==> config.mk <==
export PLATFORM = sky130hd
export DESIGN_NAME = dev_bus_master
export DESIGN_NICKNAME = d
export VERILOG_FILES = /design/src/rtl/dev_bus_master.sv
export SDC_FILE = /design/constraint.sdc
export NUM_CORES = 1
export LEC_CHECK = 0
export ABC_AREA = 1
export CAP_MARGIN = 20
export CELL_PAD_IN_SITES_DETAIL_PLACEMENT = 0
export CELL_PAD_IN_SITES_GLOBAL_PLACEMENT = 1
export CORE_MARGIN = 5
export CORE_UTILIZATION = 42
export CTS_CLUSTER_DIAMETER = 30
export DETAILED_ROUTE_END_ITERATION = 10
export GPL_TIMING_DRIVEN = 1
export PLACE_DENSITY = 0.82
export SYNTH_ARGS = -nofsm -noshare
export SYNTH_HDL_FRONTEND = slang
export SYNTH_SLANG_ARGS = --single-unit
export TNS_END_PERCENT = 1
==> constraint.sdc <==
create_clock -name clk_i -period 5.3 [get_ports clk_i]
set_clock_uncertainty 0.15 [all_clocks]
set_input_delay 1.06 -clock clk_i [delete_from_list [all_inputs] [get_ports clk_i]]
set_output_delay 1.06 -clock clk_i [all_outputs]
set_load 0.05 [all_outputs]
==> src/rtl/dev_bus_master.sv <==
// Command-FIFO bus master: queues commands and runs them one at a time on a strobe/data_ready
// device port. Define DEV_BUS_MASTER_TIMEOUT_EN to enable the WAIT-state timeout.
module dev_bus_master #(
    parameter int unsigned ADDR_WIDTH     = 32,
    parameter int unsigned DATA_WIDTH     = 32,
    parameter int unsigned FIFO_DEPTH     = 4,
    parameter int unsigned TIMEOUT_CYCLES = 256
) (
    input  logic                    clk_i,
    input  logic                    rst_i,
    input  logic                    cmd_valid_i,
    output logic                    cmd_ready_o,
    input  logic [ADDR_WIDTH-1:0]   cmd_addr_i,
    input  logic                    cmd_rw_i,
    input  logic [DATA_WIDTH/8-1:0] cmd_be_i,
    input  logic [DATA_WIDTH-1:0]   cmd_wdata_i,
    output logic                    rsp_valid_o,
    input  logic                    rsp_ready_i,
    output logic [DATA_WIDTH-1:0]   rsp_rdata_o,
    output logic                    rsp_err_o,
    output logic                    M_DEVICE_strobe_o,
    output logic [ADDR_WIDTH-1:0]   M_DEVICE_addr_o,
    output logic                    M_DEVICE_rw_o,
    output logic [DATA_WIDTH/8-1:0] M_DEVICE_byte_enable_o,
    output logic [DATA_WIDTH-1:0]   M_DEVICE_data_o,
    input  logic                    M_DEVICE_data_ready_i,
    input  logic [DATA_WIDTH-1:0]   M_DEVICE_data_i,
    output logic                    busy_o
);
    localparam int unsigned BE_WIDTH  = DATA_WIDTH / 8;
    localparam int unsigned PTR_WIDTH = $clog2(FIFO_DEPTH);
    localparam int unsigned CNT_WIDTH = $clog2(FIFO_DEPTH + 1);
    localparam int unsigned ENT_WIDTH = ADDR_WIDTH + 1 + BE_WIDTH + DATA_WIDTH;

    if (FIFO_DEPTH < 2 || (FIFO_DEPTH & (FIFO_DEPTH - 1)) != 0 || TIMEOUT_CYCLES < 2)
    begin : g_param_check
        $error("dev_bus_master: FIFO_DEPTH must be a power of two >= 2, TIMEOUT_CYCLES >= 2");
    end

    typedef enum logic [1:0] {
        StIdle,
        StIssue,
        StWait,
        StResp
    } state_e;

    state_e                  r_state;
    state_e                  w_state_next;

    logic [ENT_WIDTH-1:0]    r_mem [FIFO_DEPTH];
    logic [PTR_WIDTH-1:0]    r_wr_ptr;
    logic [PTR_WIDTH-1:0]    r_rd_ptr;
    logic [CNT_WIDTH-1:0]    r_count;

    logic [ADDR_WIDTH-1:0]   r_dev_addr;
    logic                    r_dev_rw;
    logic [BE_WIDTH-1:0]     r_dev_be;
    logic [DATA_WIDTH-1:0]   r_dev_data;
    logic [DATA_WIDTH-1:0]   r_rsp_rdata;

    logic                    w_push;
    logic                    w_pop;
    logic                    w_done;
    logic                    w_tmo_hit;
    logic                    w_fifo_full;
    logic                    w_fifo_empty;
    logic [ADDR_WIDTH-1:0]   w_head_addr;
    logic                    w_head_rw;
    logic [BE_WIDTH-1:0]     w_head_be;
    logic [DATA_WIDTH-1:0]   w_head_data;

    assign w_fifo_full  = (r_count == CNT_WIDTH'(FIFO_DEPTH));
    assign w_fifo_empty = (r_count == '0);
    assign w_push       = cmd_valid_i && !w_fifo_full;
    assign {w_head_addr, w_head_rw, w_head_be, w_head_data} = r_mem[r_rd_ptr];

    // Command storage carries no reset; validity is tracked by r_count alone.
    always_ff @(posedge clk_i) begin
        if (w_push) begin
            r_mem[r_wr_ptr] <= {cmd_addr_i, cmd_rw_i, cmd_be_i, cmd_wdata_i};
        end
    end

    always_ff @(posedge clk_i) begin
        if (rst_i) begin
            r_wr_ptr <= '0;
            r_rd_ptr <= '0;
            r_count  <= '0;
        end else begin
            if (w_push) begin
                r_wr_ptr <= r_wr_ptr + 1'b1;
            end
            if (w_pop) begin
                r_rd_ptr <= r_rd_ptr + 1'b1;
            end
            if (w_push && !w_pop) begin
                r_count <= r_count + 1'b1;
            end else if (w_pop && !w_push) begin
                r_count <= r_count - 1'b1;
            end
        end
    end

`ifdef DEV_BUS_MASTER_TIMEOUT_EN
    localparam int unsigned TMO_WIDTH = $clog2(TIMEOUT_CYCLES);
    localparam logic [TMO_WIDTH-1:0] TMO_MAX = TMO_WIDTH'(TIMEOUT_CYCLES - 1);

    logic [TMO_WIDTH-1:0] r_tmo_cnt;
    logic                 r_rsp_err;

    // Counts WAIT cycles; never exceeds TMO_MAX because WAIT is left on that cycle.
    always_ff @(posedge clk_i) begin
        if (rst_i) begin
            r_tmo_cnt <= '0;
        end else if (r_state == StIssue) begin
            r_tmo_cnt <= '0;
        end else if (r_state == StWait) begin
            r_tmo_cnt <= r_tmo_cnt + 1'b1;
        end
    end

    assign w_tmo_hit = (r_state == StWait) && (r_tmo_cnt == TMO_MAX);

    always_ff @(posedge clk_i) begin
        if (rst_i) begin
            r_rsp_err <= 1'b0;
        end else if (w_done) begin
            r_rsp_err <= !M_DEVICE_data_ready_i;
        end
    end

    assign rsp_err_o = r_rsp_err;
`else
    assign w_tmo_hit = 1'b0;
    assign rsp_err_o = 1'b0;
`endif

    always_ff @(posedge clk_i) begin
        if (rst_i) begin
            r_state <= StIdle;
        end else begin
            r_state <= w_state_next;
        end
    end

    always_comb begin
        w_state_next = r_state;
        w_pop        = 1'b0;
        w_done       = 1'b0;
        unique case (r_state)
            StIdle: begin
                if (!w_fifo_empty) begin
                    w_pop        = 1'b1;
                    w_state_next = StIssue;
                end
            end
            StIssue: begin
                w_state_next = StWait;
            end
            StWait: begin
                // Ready takes priority over a coincident timeout.
                if (M_DEVICE_data_ready_i || w_tmo_hit) begin
                    w_done       = 1'b1;
                    w_state_next = StResp;
                end
            end
            StResp: begin
                if (rsp_ready_i) begin
                    w_state_next = StIdle;
                end
            end
            default: begin
                w_state_next = StIdle;
            end
        endcase
    end

    always_ff @(posedge clk_i) begin
        if (rst_i) begin
            r_dev_addr  <= '0;
            r_dev_rw    <= 1'b0;
            r_dev_be    <= '0;
            r_dev_data  <= '0;
            r_rsp_rdata <= '0;
        end else begin
            if (w_pop) begin
                r_dev_addr <= w_head_addr;
                r_dev_rw   <= w_head_rw;
                r_dev_be   <= w_head_be;
                r_dev_data <= w_head_data;
            end
            if (w_done) begin
                // Writes and timeouts (done without ready) return zero data.
                r_rsp_rdata <= (r_dev_rw || !M_DEVICE_data_ready_i) ? '0 : M_DEVICE_data_i;
            end
        end
    end

    assign cmd_ready_o            = !w_fifo_full;
    assign rsp_valid_o            = (r_state == StResp);
    assign rsp_rdata_o            = r_rsp_rdata;
    assign M_DEVICE_strobe_o      = (r_state == StIssue);
    assign M_DEVICE_addr_o        = r_dev_addr;
    assign M_DEVICE_rw_o          = r_dev_rw;
    assign M_DEVICE_byte_enable_o = r_dev_be;
    assign M_DEVICE_data_o        = r_dev_data;
    assign busy_o                 = (r_state != StIdle) || !w_fifo_empty;

endmodule

==> impl_metrics.env <==
export IMPL_status="finished clean"
export IMPL_met2_wirelength_mm=18.4
export IMPL_vias=11600
export IMPL_crit_cells=4
export IMPL_pin_count=212
export IMPL_post_route_util_pct=57.0
export IMPL_worstPathRequired_ps=4090
export IMPL_fin_crit_sh_pct=68.6
export IMPL_critical_path_arrival_ps=2420
export IMPL_critPathMaxStageDelay_ps=860
export IMPL_clock_latency_ps=590
export IMPL_slew_viol_final=0
export IMPL_die_area_mm2=0.0424
export IMPL_crit_chain="inv_1 > ha_1 > nand3_1 > clkdlybuf4s50_1"
export IMPL_final_cells=2560
export IMPL_holdBufCountCts=0
export IMPL_drive_above_1_share_pct=8.16
export IMPL_cts_tree="yes"
export IMPL_worstSetupPathType="flip-flop to primary output"
export IMPL_top_layer="met5"
export IMPL_root_buffer="clkbuf_16"
export IMPL_grt_max_degree=103
export IMPL_syn_to_final_growth_pct=33.3
export IMPL_cts_sinks=386
export IMPL_leakage_nw=9.62
export IMPL_gp_congestion=0.714
export IMPL_synth_distinct_cells=22
export IMPL_setup_viol=0
export IMPL_maxCapViolations=0
export IMPL_grt_pass1_wl_mm=59.7
export IMPL_cp_max_fo=5
export IMPL_syn_nets=1869
export IMPL_num_rows=71
export IMPL_portBuffers=210
export IMPL_yosysSeqAreaShare_pct=65.0
export IMPL_synth_cells=1752
export IMPL_hold_violations=0
export IMPL_tightest_slew_ps=1120
export IMPL_slew_headroom_pct=25.2
export IMPL_seq_area_mm2=0.0105
export IMPL_nets=2093
export IMPL_rr_worst_depth=6
export IMPL_cts_buffer_depth=3
export IMPL_cp_top_family="buffers and inverters"
export IMPL_holdPathStages=2
export IMPL_drt_first_pass_iters=4
export IMPL_core_mm2=0.0378
export IMPL_peakVddDrop_uv=308
export IMPL_vias_per_cell=4.51
export IMPL_multiInputGateArea_mm2=0.00386
export IMPL_synth_warnings=0
export IMPL_dpl_cell_area_mm2=0.0186
export IMPL_power_total_mw=12.9
export IMPL_dp_cells=2400
export IMPL_dr_first_iter_drc_count=523
export IMPL_nFillCells=3152
export IMPL_syn_area_per_cell_um2=9.21
export IMPL_layout_commonest_cell="nand2_1"
export IMPL_path_clk_slew_ps=50
export IMPL_dp_hpwl_mm=21.3
export IMPL_route_detailed_drc=0
export IMPL_final_antenna_net_count=0
export IMPL_m1WireLength_mm=16.1
export IMPL_grt_pass1_vias=11500
export IMPL_fin_area_mm2=0.0215
export IMPL_power_density_mw_per_mm2=601
export IMPL_pre_cts_slack_ps=1730
export IMPL_die_x_um=206
export IMPL_routedWlPerCell_um=14.8
export IMPL_hold_class="flip-flop to flip-flop"
export IMPL_wl_met3_mm=2.48
export IMPL_postCtsSetupBuffers=0
export IMPL_crit_slowest_cell="clkdlybuf4s50_1"
export IMPL_fin_crit_ps=3630
export IMPL_max_freq_mhz=275
export IMPL_most_common_layout_cells="nand2_1 (500), inv_1 (363), edfxtp_1 (276), clkdlybuf4s50_1 (210), nor2_1 (182)"
export IMPL_antenna_found_initial=5
export IMPL_hold_slack_ps=343
export IMPL_path_buf_inv=2
export IMPL_cts_htree_levels=3
export IMPL_endpoint_kind="primary output"
export IMPL_totalWireLength_mm=37.8
export IMPL_start_util_pct=42.7
export IMPL_critPathLaunchType="flip-flop"
export IMPL_syn_area_mm2=0.0161
export IMPL_cts_resized=0
export IMPL_setup_tns_ps=0
export IMPL_rsz0062_at_grt="no"
export IMPL_grt_use_total_pct=17.8
export IMPL_synth_seq_cells=386
export IMPL_cts_buffers=83
export IMPL_worst_slack_ps=1670
export IMPL_die_h_um=206
export IMPL_overflow=0
-- layer usage --
layer  track usage (%)  up-vias
li1                  -     5854
met1              21.9     5299
met2              30.3      321
met3              4.55       76
met4              6.56        6
met5                 0        -
-- power breakdown --
group	internal, mW	leakage [nW]	switching (mW)	total [mW]
Sequential	3.72	3.44	0.286	4.01
Clock	3.49	1.40	1.69	5.18
Combinational	1.15	4.78	2.58	3.74
Total	8.36	9.62	4.56	12.9
-- sequential cells by signal, summed over array words and instances (netlist names) --
register and flops:
M_DEVICE_rw_o 1, M_DEVICE_data_o 32, r_count 3, M_DEVICE_byte_enable_o 4
r_rd_ptr 2, M_DEVICE_addr_o 32, rsp_rdata_o 32, r_wr_ptr 2
r_state 2, r_mem 276
-- path summary, 6_finish.rpt --
kind,startpoint,end,slack [ps]
setup / recovery,r_state[0],busy_o,1670
hold / removal,rsp_rdata_o[2],rsp_rdata_o[2],340
setup reg to reg,r_rd_ptr[1],M_DEVICE_addr_o[27],2180
hold reg to reg,rsp_rdata_o[2],rsp_rdata_o[2],340
-- synth_stat cells --
master / number / share of area, %
buf_6: 3 / 0.21
xor2_1: 1 / 0.054
a21oi_1: 36 / 1.1
inv_2: 2 / 0.047
dfxtp_1: 110 / 14
buf_2: 50 / 1.6
clkbuf_2: 1 / 0.031
nand3_1: 144 / 4.5
clkbuf_1: 15 / 0.35
o21ai_0: 30 / 0.93
inv_1: 364 / 8.5
edfxtp_1: 276 / 51
nor2_2: 1 / 0.039
ha_1: 10 / 0.78
nand2_1: 500 / 12
fa_1: 1 / 0.12
nand2_2: 2 / 0.078
buf_1: 3 / 0.070
buf_4: 11 / 0.51
nor3_1: 5 / 0.16
conb_1: 1 / 0.023
nor2_1: 186 / 4.3
-- cell families after synthesis --
kind of cell    after synthesis  synth area share (%)
compound gates               66                  2.05
xor+xnor                      1                0.0543
fa+ha+maj                    11                 0.900
buf+inv                     449                  11.2
flops                       386                  65.0
other cells                   1                0.0232
simple gates                838                  20.7
-- area by class of cell --
cell class                 instances  area share [%]
sequential                       386            48.8
multi-input combinational        917            18.0
timing repair buffer             222            10.3
clock buffer                      97            10.2
inverter                         366            6.42
clock inverter                    59            3.27
tap                              511            2.97
antenna                            2          0.0233
-- worst reg2reg max path, cell delays in order, from the launching register on --
cell	delay [ps]
dfxtp_4	990
clkinv_2	860
buf_4	540
nand3_1	180
nand2_1	120
nor2_1	130
nor2_1	50
(Power assumes the default switching activity.)
